$ cat src/rtl/slave_arbiter.sv
// Per-slave arbitration stage of a 2x2 crossbar: round-robin pick between two
// masters, latch the winner's transaction, and hold the grant through the return path.
module slave_arbiter #(
    parameter int AW      = 32,
    parameter int DW      = 32,
    parameter int HOLD    = 4,
    parameter int TIMEOUT = 255
) (
    input  logic          clk,
    input  logic          rst_n,
    input  logic          m0_req,
    input  logic [AW-1:0] m0_addr,
    input  logic          m0_cmd,
    input  logic [DW-1:0] m0_wdata,
    input  logic          m1_req,
    input  logic [AW-1:0] m1_addr,
    input  logic          m1_cmd,
    input  logic [DW-1:0] m1_wdata,
    input  logic          slave_ack,
    output logic          slave_req,
    output logic [AW-1:0] slave_addr,
    output logic          slave_cmd,
    output logic [DW-1:0] slave_wdata,
    output logic          granted_0,
    output logic          granted_1,
    output logic          timeout_err
);

    // One counter serves both the BUSY watchdog and the HOLD window.
    localparam int CNT_MAX = (TIMEOUT > HOLD) ? TIMEOUT : HOLD;
    localparam int CW      = $clog2(CNT_MAX + 1);
    localparam logic [CW-1:0] BUSY_LAST = CW'(TIMEOUT - 1);
    localparam logic [CW-1:0] HOLD_LAST = CW'(HOLD - 1);
    localparam logic [CW-1:0] CNT_SAT   = CW'(CNT_MAX);

    typedef enum logic [1:0] {
        ST_IDLE = 2'd0,
        ST_BUSY = 2'd1,
        ST_HOLD = 2'd2
    } state_t;

    logic [1:0]    req_vec;
    logic [1:0]    cmd_vec;
    logic [AW-1:0] addr_vec  [2];
    logic [DW-1:0] wdata_vec [2];

    generate
        for (genvar gi = 0; gi < 2; gi++) begin : g_master
            if (gi == 0) begin : g_m0
                assign req_vec[gi]   = m0_req;
                assign cmd_vec[gi]   = m0_cmd;
                assign addr_vec[gi]  = m0_addr;
                assign wdata_vec[gi] = m0_wdata;
            end else begin : g_m1
                assign req_vec[gi]   = m1_req;
                assign cmd_vec[gi]   = m1_cmd;
                assign addr_vec[gi]  = m1_addr;
                assign wdata_vec[gi] = m1_wdata;
            end
        end
    endgenerate

    state_t        state_reg, state_next;
    logic [CW-1:0] cnt_reg, cnt_next;
    logic          owner_reg, owner_next;
    logic          last_reg, last_next;
    logic          slave_req_reg, slave_req_next;
    logic [1:0]    granted_reg, granted_next;
    logic          timeout_err_reg, timeout_err_next;
    logic [AW-1:0] addr_reg, addr_next;
    logic          cmd_reg, cmd_next;
    logic [DW-1:0] wdata_reg, wdata_next;
    logic          sel;

    always_ff @(posedge clk or negedge rst_n) begin
        if (!rst_n) begin
            state_reg       <= ST_IDLE;
            cnt_reg         <= '0;
            owner_reg       <= 1'b0;
            last_reg        <= 1'b1;
            slave_req_reg   <= 1'b0;
            granted_reg     <= 2'b00;
            timeout_err_reg <= 1'b0;
            addr_reg        <= '0;
            cmd_reg         <= 1'b0;
            wdata_reg       <= '0;
        end else begin
            state_reg       <= state_next;
            cnt_reg         <= cnt_next;
            owner_reg       <= owner_next;
            last_reg        <= last_next;
            slave_req_reg   <= slave_req_next;
            granted_reg     <= granted_next;
            timeout_err_reg <= timeout_err_next;
            addr_reg        <= addr_next;
            cmd_reg         <= cmd_next;
            wdata_reg       <= wdata_next;
        end
    end

    always_comb begin
        state_next       = state_reg;
        cnt_next         = cnt_reg;
        owner_next       = owner_reg;
        last_next        = last_reg;
        slave_req_next   = slave_req_reg;
        granted_next     = granted_reg;
        timeout_err_next = 1'b0;
        addr_next        = addr_reg;
        cmd_next         = cmd_reg;
        wdata_next       = wdata_reg;
        sel              = 1'b0;

        case (state_reg)
            ST_IDLE: begin
                if (req_vec != 2'b00) begin
                    // On a tie the master that did not go last wins.
                    sel            = (req_vec == 2'b11) ? ~last_reg : req_vec[1];
                    owner_next     = sel;
                    state_next     = ST_BUSY;
                    slave_req_next = 1'b1;
                    granted_next   = 2'b01 << sel;
                    cnt_next       = '0;
                    addr_next      = addr_vec[sel];
                    cmd_next       = cmd_vec[sel];
                    wdata_next     = wdata_vec[sel];
                end
            end

            ST_BUSY: begin
                if (slave_ack) begin
                    state_next     = ST_HOLD;
                    slave_req_next = 1'b0;
                    cnt_next       = '0;
                end else if (!req_vec[owner_reg] || cnt_reg == BUSY_LAST) begin
                    // Master withdrew or slave never answered: release without HOLD.
                    state_next       = ST_IDLE;
                    slave_req_next   = 1'b0;
                    granted_next     = 2'b00;
                    last_next        = owner_reg;
                    cnt_next         = '0;
                    timeout_err_next = req_vec[owner_reg];
                end else if (cnt_reg != CNT_SAT) begin
                    cnt_next = cnt_reg + CW'(1);
                end
            end

            ST_HOLD: begin
                if (cnt_reg == HOLD_LAST) begin
                    state_next   = ST_IDLE;
                    granted_next = 2'b00;
                    last_next    = owner_reg;
                    cnt_next     = '0;
                end else if (cnt_reg != CNT_SAT) begin
                    cnt_next = cnt_reg + CW'(1);
                end
            end

            default: begin
                state_next     = ST_IDLE;
                slave_req_next = 1'b0;
                granted_next   = 2'b00;
                cnt_next       = '0;
            end
        endcase
    end

    assign slave_req   = slave_req_reg;
    assign slave_addr  = addr_reg;
    assign slave_cmd   = cmd_reg;
    assign slave_wdata = wdata_reg;
    assign granted_0   = granted_reg[0];
    assign granted_1   = granted_reg[1];
    assign timeout_err = timeout_err_reg;

endmodule
$ cat config.mk
export PLATFORM = sky130hd
export DESIGN_NAME = slave_arbiter
export DESIGN_NICKNAME = d
export VERILOG_FILES = /design/src/rtl/slave_arbiter.sv
export SDC_FILE = /design/constraint.sdc
export NUM_CORES = 1
export LEC_CHECK = 0
export CAP_MARGIN = 0
export CORE_MARGIN = 2
export CORE_UTILIZATION = 30
export CTS_CLUSTER_SIZE = 20
export DETAILED_ROUTE_END_ITERATION = 8
export PLACE_DENSITY = 0.68
export SYNTH_ARGS = -nofsm -noshare
export SYNTH_HDL_FRONTEND = slang
export SYNTH_SLANG_ARGS = --single-unit
$ cat constraint.sdc
create_clock -name clk -period 2.1 [get_ports clk]
set_input_delay 0.42 -clock clk [delete_from_list [all_inputs] [get_ports clk]]
set_output_delay 0.42 -clock clk [all_outputs]
set_load 0.01 [all_outputs]
==> results of run 1 <==
## worst max-delay path: stages, from the launching register on
cell and delay, ns:
dfrtp_1 0.44, or4_4 0.58, o41a_2 0.43, o21ai_4 0.26, o21ai_0 0.15
## power by group
part           total [mW]  switching [mW]  internal, mW  leakage [nW]
combinational        3.82            1.77          2.05          1.66
sequential           2.67           0.398          2.27          1.01
clock                1.51           0.582         0.926         0.149
total                7.99            2.75          5.25          2.82
## final cells by class
| class | instances | area share |
|---|---|---|
| Clock buffer | 14 | 0.0432 |
| Clock inverter | 2 | 0.00152 |
| Inverter | 7 | 0.00400 |
| Multi-Input combinational cell | 273 | 0.275 |
| Sequential cell | 81 | 0.309 |
| Tap cell | 172 | 0.0327 |
| Timing Repair Buffer | 218 | 0.335 |
## placed cells by master (no fill, tap or decap), types with 2 or more instances in the layout
cell type        count
nand2_1             76
clkinv_2             2
a22o_1               2
a31oi_1              2
buf_12               5
clkbuf_16            9
o21ai_4              2
inv_1                7
nand3_1              4
and3_2               2
nand4_1              3
o21ai_0             73
dfrtp_1             80
mux2i_1             66
buf_4               11
clkdlybuf4s50_1    202
ha_1                 5
clkbuf_8             4
nor3_1               3
nor2_1               7
o2111ai_1            2
## metal layers
| metal | global-route usage | vias up | wire [um] | share of wire |
|---|---|---|---|---|
| li1 | - | 1770 | - | - |
| met1 | 0.187 | 1687 | 4530 | 0.38 |
| met5 | 0 | - | 0 | 0 |
| met2 | 0.300 | 135 | 6040 | 0.51 |
| met4 | 0.0722 | 0 | 316 | 0.027 |
| met3 | 0.0574 | 23 | 917 | 0.078 |
## cells by family (layout without fill, tap and decap cells)
| logic type | Yosys count | count (layout) | share of synthesized area |
|---|---|---|---|
| buffers and inverters | 30 | 241 | 0.0302 |
| muxes | 68 | 68 | 0.174 |
| and+or+nand+nor | 102 | 102 | 0.111 |
| adders and majority gates | 5 | 5 | 0.0159 |
| xor gates and xnor gates | 1 | 1 | 0.00223 |
| AOI/OAI and AO/OA | 97 | 97 | 0.151 |
| DFF | 81 | 81 | 0.516 |
## per-stage QoR
stage	setup WS [ns]	instance area, sq um
after CTS	0.0813	6570
after global routing	0.0138	6570
after floorplan	0.259	3930
after global placement	0.0541	6280
final	0.103	6570
after detailed placement	0.0245	6280
## worst paths after layout
path	endpoint	slack (ns)
worst max-delay path	cnt_reg[1]$_DFFE_PN0N_	0.10
max in group asynchronous	cnt_reg[1]$_DFFE_PN0N_	1.54
worst min register to register	slave_addr[30]$_DFFE_PN0P_	0.47
worst max register to register	cnt_reg[1]$_DFFE_PN0N_	0.10
min in group clk	slave_addr[30]$_DFFE_PN0P_	0.47
worst min-delay path	slave_wdata[21]$_DFFE_PN0P_	0.01
## timing repair
action                     4_1_cts  5_1_grt
hold buffers                     0        0
setup endpoints to repair        0        1
gates resized for setup          0        0
buffers inserted                 0        0
==> impl_results.md, run 1 <==
- EDFF count, synth: 0
- PnR Total Power: 7.99 mW
- H-Tree Depth: 3
- Rel. slew slack: 0.742
- WL per Instance: 15.4 um
- Initial antenna violation count: 0
- Grt total ovfl: 0
- CP startpoint kind: flop
- Top-area cell type share of the netlist area: 0.509
- Worst Setup End Kind: flop
- Worst slew pin tran: 0.385 ns
- Die area: 14,000 sq um
- ANT cells: 0
- Worst VDD drop: 493 uV
- Mean Syn Cell Area: 10.2 sq um
- Power per cell area: 1220 nW/um^2
- Root Driver: clkbuf_16
- Clock latency on the worst-skew pair: about 0.33 ns
- DIE HEIGHT: ~120 um
- Worst Setup SP: cnt_reg[4]$_DFFE_PN0N_
- Final min period: ~2.0 ns
- Rows: 41
- Drt total wl: 11,800 um
- Post-synth top area cell: dfrtp_1
- Layout cells sized above 1: 0.0706
- Fin. max-slew vios: 0
- Crit-path max FO: 8
- Final setup vio count: 0
- Routed vias: 3,615
- Sequential cell area: 2030 sq um
- Status: completed
- Initial drt markers: 159
- Final Util: 0.517
- Register bit total from synthesis: 81
- Initial Util: 0.309
- Top FF cell, synth: dfrtp_1
- Commonest cells post-synth: 80 x dfrtp_1, 76 x nand2_1, 73 x o21ai_0
- Syn_nets: around 520
- CTS Sinks: 81
- Total I/O pin count: slightly above 200
- RSZ-0062 raised after global routing: false
- Die width: 118 um
- GPL Wtd Cong: 0.845
- First-pass GRT wire length: 19,000 um
- DRC: 0
- Worst hold margin: 0.00963 ns
- Worst-path clk slew: 0.06 ns
- Cell variety after synth: 46
- Routed vias/inst: 4.71
- R2R cell count: 4
- Final setup skew: 0.00339 ns
- Worst Path Arrival: 2.19 ns
- GR Util All Layers: 0.171
- Worst Path Required: 2.29 ns
- Hold WC Path Type: input pin to async pin
- Pin count of the biggest net entering global routing: 56
- Maximum root-to-sink buffer count: 2
- Placeable Area: 12,700 sq um
- I/O Buffers: 203
- Syn Std Cell Area: 3930 sq um
- Layout fillers: roughly 1.2k
- DRT Pass-1 Iters: 5
- R2R Path Start: cnt_reg[4]$_DFFE_PN0N_
- Vias in the first global route: approximately 3.8k
- Sequential element share of the synthesized area: 0.516
- Setup CP Type: flop to flop
- Leak: 2.82 nW
- Post-route ant nets: 0
- Syn-to-layout area delta: 67.3%
- Fmax: 501 MHz
- CTS tree: built
- Synth area leaders: dfrtp_1 51%, mux2i_1 17%, o21ai_0 9.3%
- Synthesized instance count: about 380
- # Max-Cap Violations: 0
- NumNets Final: 730
- Final cell count without fillers: 767
- Synth Warn #: 0
- Hold Vio Cnt, Final: 0
- Multi-input logic area: 1810 sq um
- Setup TNS: 0 ns
- TritonCTS buffer count: 9
- Most common cell in the netlist: dfrtp_1
- Synth async-reset ratio: 1.00
- Dpl hpwl: 9080 um
- Period utilisation layout: 0.951
- Placed Instances: roughly 750
(Power assumes the default switching activity.)
==> inputs of run 2 (changes only) <==
Settings changed: MAX_ROUTING_LAYER set to met4.
==> impl_results.md, run 2 (same netlist as run 1, synthesis figures left out) <==
- Status: completed (unchanged)
- Post-route ant nets: 0 (unchanged)
- Initial drt markers: 178 (was 159)
- CP max stage delay: 0.59 ns (was 0.58 ns)
- Routed vias: 3,609 (was 3,615)
- Fin. max-slew vios: 0 (unchanged)
- # Max-Cap Violations: 0 (unchanged)
- Worst-path clk slew: 0.06 ns (about the same)
- GPL Wtd Cong: 0.858 (was 0.845)
- H-Tree Depth: 3 (unchanged)
- Layout cells sized above 1: 0.0706 (unchanged)
- Root Driver: clkbuf_16 (unchanged)
- DIE HEIGHT: 118 um (unchanged)
- Final cell count without fillers: 767 (unchanged)
- I/O Buffers: 203 (unchanged)
- Routed vias/inst: 4.71 (about the same)
- First-pass GRT wire length: 19,000 um (unchanged)
- Rel. slew slack: 0.740 (was 0.742)
- TritonCTS buffer count: 9 (unchanged)
- Total I/O pin count: 204 (unchanged)
- Worst Path Arrival: 2.18 ns (was 2.19 ns)
- Die width: 118 um (unchanged)
- Clock latency on the worst-skew pair: 0.33 ns (about the same)
- Maximum root-to-sink buffer count: 2 (unchanged)
- Worst slew pin tran: 0.389 ns (was 0.385 ns)
- RSZ-0062 raised after global routing: false (unchanged)
- CTS tree: built (unchanged)
- Vias in the first global route: 3,811 (was 3,815)
- Drt total wl: 11,800 um (about the same)
- Worst VDD drop: 498 uV (was 493 uV)
- Worst Path Required: 2.29 ns (about the same)
- Hold WC Path Type: input pin to async pin (unchanged)
- DRC: 0 (unchanged)
- Worst Setup End Kind: flop (unchanged)
- CTS Sinks: 81 (unchanged)
- Layout fillers: 1,190 (unchanged)
- NumNets Final: 730 (unchanged)
- Setup CP Type: flop to flop (unchanged)
- DRT Pass-1 Iters: 6 (was 5)
- Period utilisation layout: 0.948 (was 0.951)
- Placed Instances: 751 (unchanged)
- GR Util All Layers: 0.176 (was 0.171)
- Sequential cell area: 2030 sq um (unchanged)
- Hold Vio Cnt, Final: 0 (unchanged)
- Multi-input logic area: 1810 sq um (unchanged)
- Rows: 41 (unchanged)
- Setup TNS: 0 ns (unchanged)
- Grt total ovfl: 0 (unchanged)
- CP startpoint kind: flop (unchanged)
- Fmax: 502 MHz (was 501 MHz)
- Final min period: 1.99 ns (was 2.00 ns)
- Power per cell area: 1220 nW/um^2 (about the same)
- Initial antenna violation count: 0 (unchanged)
- Final setup vio count: 0 (unchanged)
- Final setup skew: 0.00438 ns (was 0.00339 ns)
- Pin count of the biggest net entering global routing: 56 (unchanged)
- Initial Util: 0.309 (unchanged)
- Leak: 2.82 nW (unchanged)
- Placeable Area: 12,700 sq um (unchanged)
- Commonest non-fill, non-tap cell in the layout: clkdlybuf4s50_1 (unchanged)
- Syn-to-layout area delta: 67.3% (unchanged)
- Most frequent cells in the layout: 202 x clkdlybuf4s50_1, 80 x dfrtp_1, 76 x nand2_1 (unchanged)
- Crit-path max FO: 8 (unchanged)
- WL per Instance: 15.3 um (was 15.4 um)
- CP cell instances: or4_4 > o41a_2 > o21ai_4 > o21ai_0 (unchanged)
- Die area: 14,000 sq um (unchanged)
- Dpl hpwl: 9080 um (unchanged)
- Worst hold margin: 0.00681 ns (was 0.00963 ns)
- Slowest cell on crit path: or4_4 (unchanged)
- ANT cells: 0 (unchanged)
- Number of post-CTS setup repair buffers: 0 (unchanged)
[run 2: cell counts in the layout (fill, tap and decap cells not counted)]
No cell type changed its count.
[run 2: area by class of cell]
| cell class | instances | area share |
|---|---|---|
| clock buffers | 14 | 0.0432 |
| inverters | 7 | 0.00400 |
| repair buffers | 218 | 0.335 |
| clock inverters | 2 | 0.00152 |
| well taps | 172 | 0.0327 |
| flip-flops and latches | 81 | 0.309 |
| multi-input cells | 273 | 0.275 |
[run 2: critical path, delay by kind of cell (launching register included)]
kind,cells,cell delay (ns)
AND/OR/NAND/NOR,1,0.59
AO/OA/AOI/OAI,3,0.83
flip-flops,1,0.44
[run 2: timing repair]
action | CTS | global route
hold buffers | 0 | 0
resized for setup | 0 | 0
setup endpoints to repair | 0 | 1
[run 2: final timing paths]
| path | startpoint | endpoint | slack, ns | depth (start not counted) |
|---|---|---|---|---|
| setup / recovery | cnt_reg[4]$_DFFE_PN0N_ | cnt_reg[1]$_DFFE_PN0N_ | 0.11 | 4 |
| hold / removal | rst_n | slave_wdata[21]$_DFFE_PN0P_ | 0.007 | 1 |
| setup reg to reg | cnt_reg[4]$_DFFE_PN0N_ | cnt_reg[1]$_DFFE_PN0N_ | 0.11 | 4 |
| hold reg to reg | slave_addr[30]$_DFFE_PN0P_ | slave_addr[30]$_DFFE_PN0P_ | 0.48 | 2 |
| max in group asynchronous | rst_n | cnt_reg[1]$_DFFE_PN0N_ | 1.54 | 2 |
| min in group clk | slave_addr[30]$_DFFE_PN0P_ | slave_addr[30]$_DFFE_PN0P_ | 0.48 | 2 |
[run 2: power breakdown]
part | switching [mW] | internal, mW
clock network | 0.585 | 0.926
logic | 1.77 | 2.05
registers | 0.397 | 2.27
total | 2.76 | 5.25
[run 2: stage by stage]
step | worst slack [ns] | area, sq um | total power, mW | util
finish | 0.109 | 6570 | 8.00 | 0.517
global route | 0.0138 | 6570 | 8.57 | 0.517
CTS | 0.0813 | 6570 | 8.11 | 0.517
detailed placement | 0.0245 | 6280 | 6.55 | 0.494
global placement | 0.0541 | 6280 | 6.47 | 0.494
floorplan | 0.259 | 3930 | 4.36 | -
[run 2: per-layer routing]
layer	GRT usage	routed length, um	up-vias
met3	0.0468	737	22
met5	-	0	-
li1	-	-	1774
met2	0.301	6050	132
met1	0.195	4660	1681
met4	0.0722	320	0
==> inputs of run 3 (changes only) <==
Settings changed: PLACE_DENSITY 0.68 to unset, PLACE_DENSITY_LB_ADDON set to 0.15.
==> impl_results.md, run 3 (same netlist as run 1, synthesis figures left out) <==
- Worst-path clk slew: 0.06 ns (about the same)
- TritonCTS buffer count: 9 (unchanged)
- Setup CP Type: flop to flop (unchanged)
- ANT cells: 0 (unchanged)
- Routed vias: 3,565 (was 3,609)
- Worst VDD drop: 454 uV (was 498 uV)
- Maximum root-to-sink buffer count: 2 (unchanged)
- RSZ-0062 raised after global routing: false (unchanged)
- Die area: 14,000 sq um (unchanged)
- Worst Setup End Kind: flop (unchanged)
- GR Util All Layers: 0.168 (was 0.176)
- Hold_buf cts: 0 (unchanged)
- Die width: 118 um (unchanged)
- Layout fillers: 1,207 (was 1,190)
- CP startpoint kind: flop (unchanged)
- DIE HEIGHT: 118 um (unchanged)
- Final Cell Area: 6590 sq um (was 6570 sq um)
- Initial drt markers: 146 (was 178)
- CTS tree: built (unchanged)
- CP cell instances: or4_4 > o41a_2 > o21ai_4 > o21ai_0 (unchanged)
- Number of post-CTS setup repair buffers: 0 (unchanged)
- Most frequent cells in the layout: 202 x clkdlybuf4s50_1, 80 x dfrtp_1, 76 x nand2_1 (unchanged)
- Syn-to-layout area delta: 67.6% (was 67.3%)
- CP max stage delay: 0.58 ns (was 0.59 ns)
- CTS Sinks: 81 (unchanged)
- Multi-input logic area: 1810 sq um (unchanged)
- Fmax: 496 MHz (was 502 MHz)
- Fin. max-slew vios: 0 (unchanged)
- Final setup vio count: 0 (unchanged)
- Final Util: 0.518 (was 0.517)
- Sequential cell area: 2030 sq um (unchanged)
- Dpl hpwl: 8860 um (was 9080 um)
- Worst reg2reg setup slack: 0.08 ns (was 0.11 ns)
- Commonest non-fill, non-tap cell in the layout: clkdlybuf4s50_1 (unchanged)
- Cell family with most CP delay: compound AO/OA/AOI/OAI gates (unchanged)
- Clock latency on the worst-skew pair: 0.33 ns (about the same)
- Worst Path Arrival: 2.21 ns (was 2.18 ns)
- Root Driver: clkbuf_16 (unchanged)
- Crit-path max FO: 8 (unchanged)
- Rel. slew slack: 0.674 (was 0.740)
- Pin count of the biggest net entering global routing: 49 (was 56)
- Reg2Reg Capture Point: cnt_reg[2]$_DFFE_PN0N_ (was cnt_reg[1]$_DFFE_PN0N_)
- Initial antenna violation count: 0 (unchanged)
- WL per Instance: 15.0 um (was 15.3 um)
- Post-route ant nets: 0 (unchanged)
- GPL Wtd Cong: 0.796 (was 0.858)
- First-pass GRT wire length: 18,100 um (was 19,000 um)
- Drt total wl: 11,500 um (was 11,800 um)
- R2R Path Start: cnt_reg[4]$_DFFE_PN0N_ (unchanged)
- Layout cells sized above 1: 0.0706 (unchanged)
- # Max-Cap Violations: 0 (unchanged)
- Grt total ovfl: 0 (unchanged)
- DRC: 0 (unchanged)
- Period utilisation layout: 0.960 (was 0.948)
- DRT Pass-1 Iters: 4 (was 6)
- Final setup skew: 0.00428 ns (was 0.00438 ns)
- Vias in the first global route: 3,610 (was 3,811)
- Total I/O pin count: 204 (unchanged)
- Hold WC Path Type: input pin to async pin (unchanged)
- Power per cell area: 1220 nW/um^2 (about the same)
- R2R cell count: 4 (unchanged)
- Worst Setup SP: cnt_reg[4]$_DFFE_PN0N_ (unchanged)
- Worst slew pin tran: 0.489 ns (was 0.389 ns)
- Routed vias/inst: 4.65 (was 4.71)
- Initial Util: 0.309 (unchanged)
- Slowest cell on crit path: or4_4 (unchanged)
- H-Tree Depth: 3 (unchanged)
- Leak: 2.82 nW (about the same)
- Buffers and inverters on the worst path: 0 (unchanged)
- Rows: 41 (unchanged)
- Placeable Area: 12,700 sq um (unchanged)
- Worst Path Required: 2.29 ns (about the same)
- Post-CTS Resized: 0 (unchanged)
- I/O Buffers: 203 (unchanged)
- Setup TNS: 0 ns (unchanged)
- Placed instance area: 6290 sq um (was 6280 sq um)
- Status: completed (unchanged)
- Hold Vio Cnt, Final: 0 (unchanged)
- NumNets Final: 730 (unchanged)
- Final min period: 2.02 ns (was 1.99 ns)
## run 3: per-stage QoR
stage	hold slack [ns]	setup slack [ns]	instances	power, mW
2_1_floorplan	0.124	0.259	384	4.36
3_5_place_dp	0.419	-0.00164	751	6.61
4_1_cts	0.0613	0.0849	767	8.18
6_report	0.0507	0.0839	767	8.05
3_3_place_gp	0.425	0.0185	751	6.55
5_1_grt	0.0876	0.00941	767	8.61
## run 3: final cells by class
class	count	area share
repair buffers	218	0.337
multi-input cells	273	0.274
well taps	172	0.0327
inverters	7	0.00399
flip-flops and latches	81	0.308
clock inverters	2	0.00152
clock buffers	14	0.0431
## run 3: worst max-delay path by stage
stage / endpoint / cells past startpoint
after detailed placement: cnt_reg[7]$_DFFE_PN0N_ / 5
after CTS: cnt_reg[2]$_DFFE_PN0N_ / 4
after global placement: cnt_reg[7]$_DFFE_PN0N_ / 5
after floorplan: cnt_reg[6]$_DFFE_PN0N_ / 4
after global routing: cnt_reg[2]$_DFFE_PN0N_ / 4
final: cnt_reg[2]$_DFFE_PN0N_ / 4
## run 3: power by group
| group | switching, mW | internal (mW) | total (mW) |
|---|---|---|---|
| logic | 1.78 | 2.10 | 3.87 |
| registers | 0.387 | 2.27 | 2.66 |
| clock network | 0.595 | 0.927 | 1.52 |
| total | 2.76 | 5.29 | 8.05 |
## run 3: routing by layer
layer  vias up  global-route usage  part of all wire
met5         -                   -                 0
met1      1661               0.193              0.42
li1       1770                   -                 -
met4         0              0.0580             0.012
met3         9              0.0483             0.074
met2       125               0.281              0.50
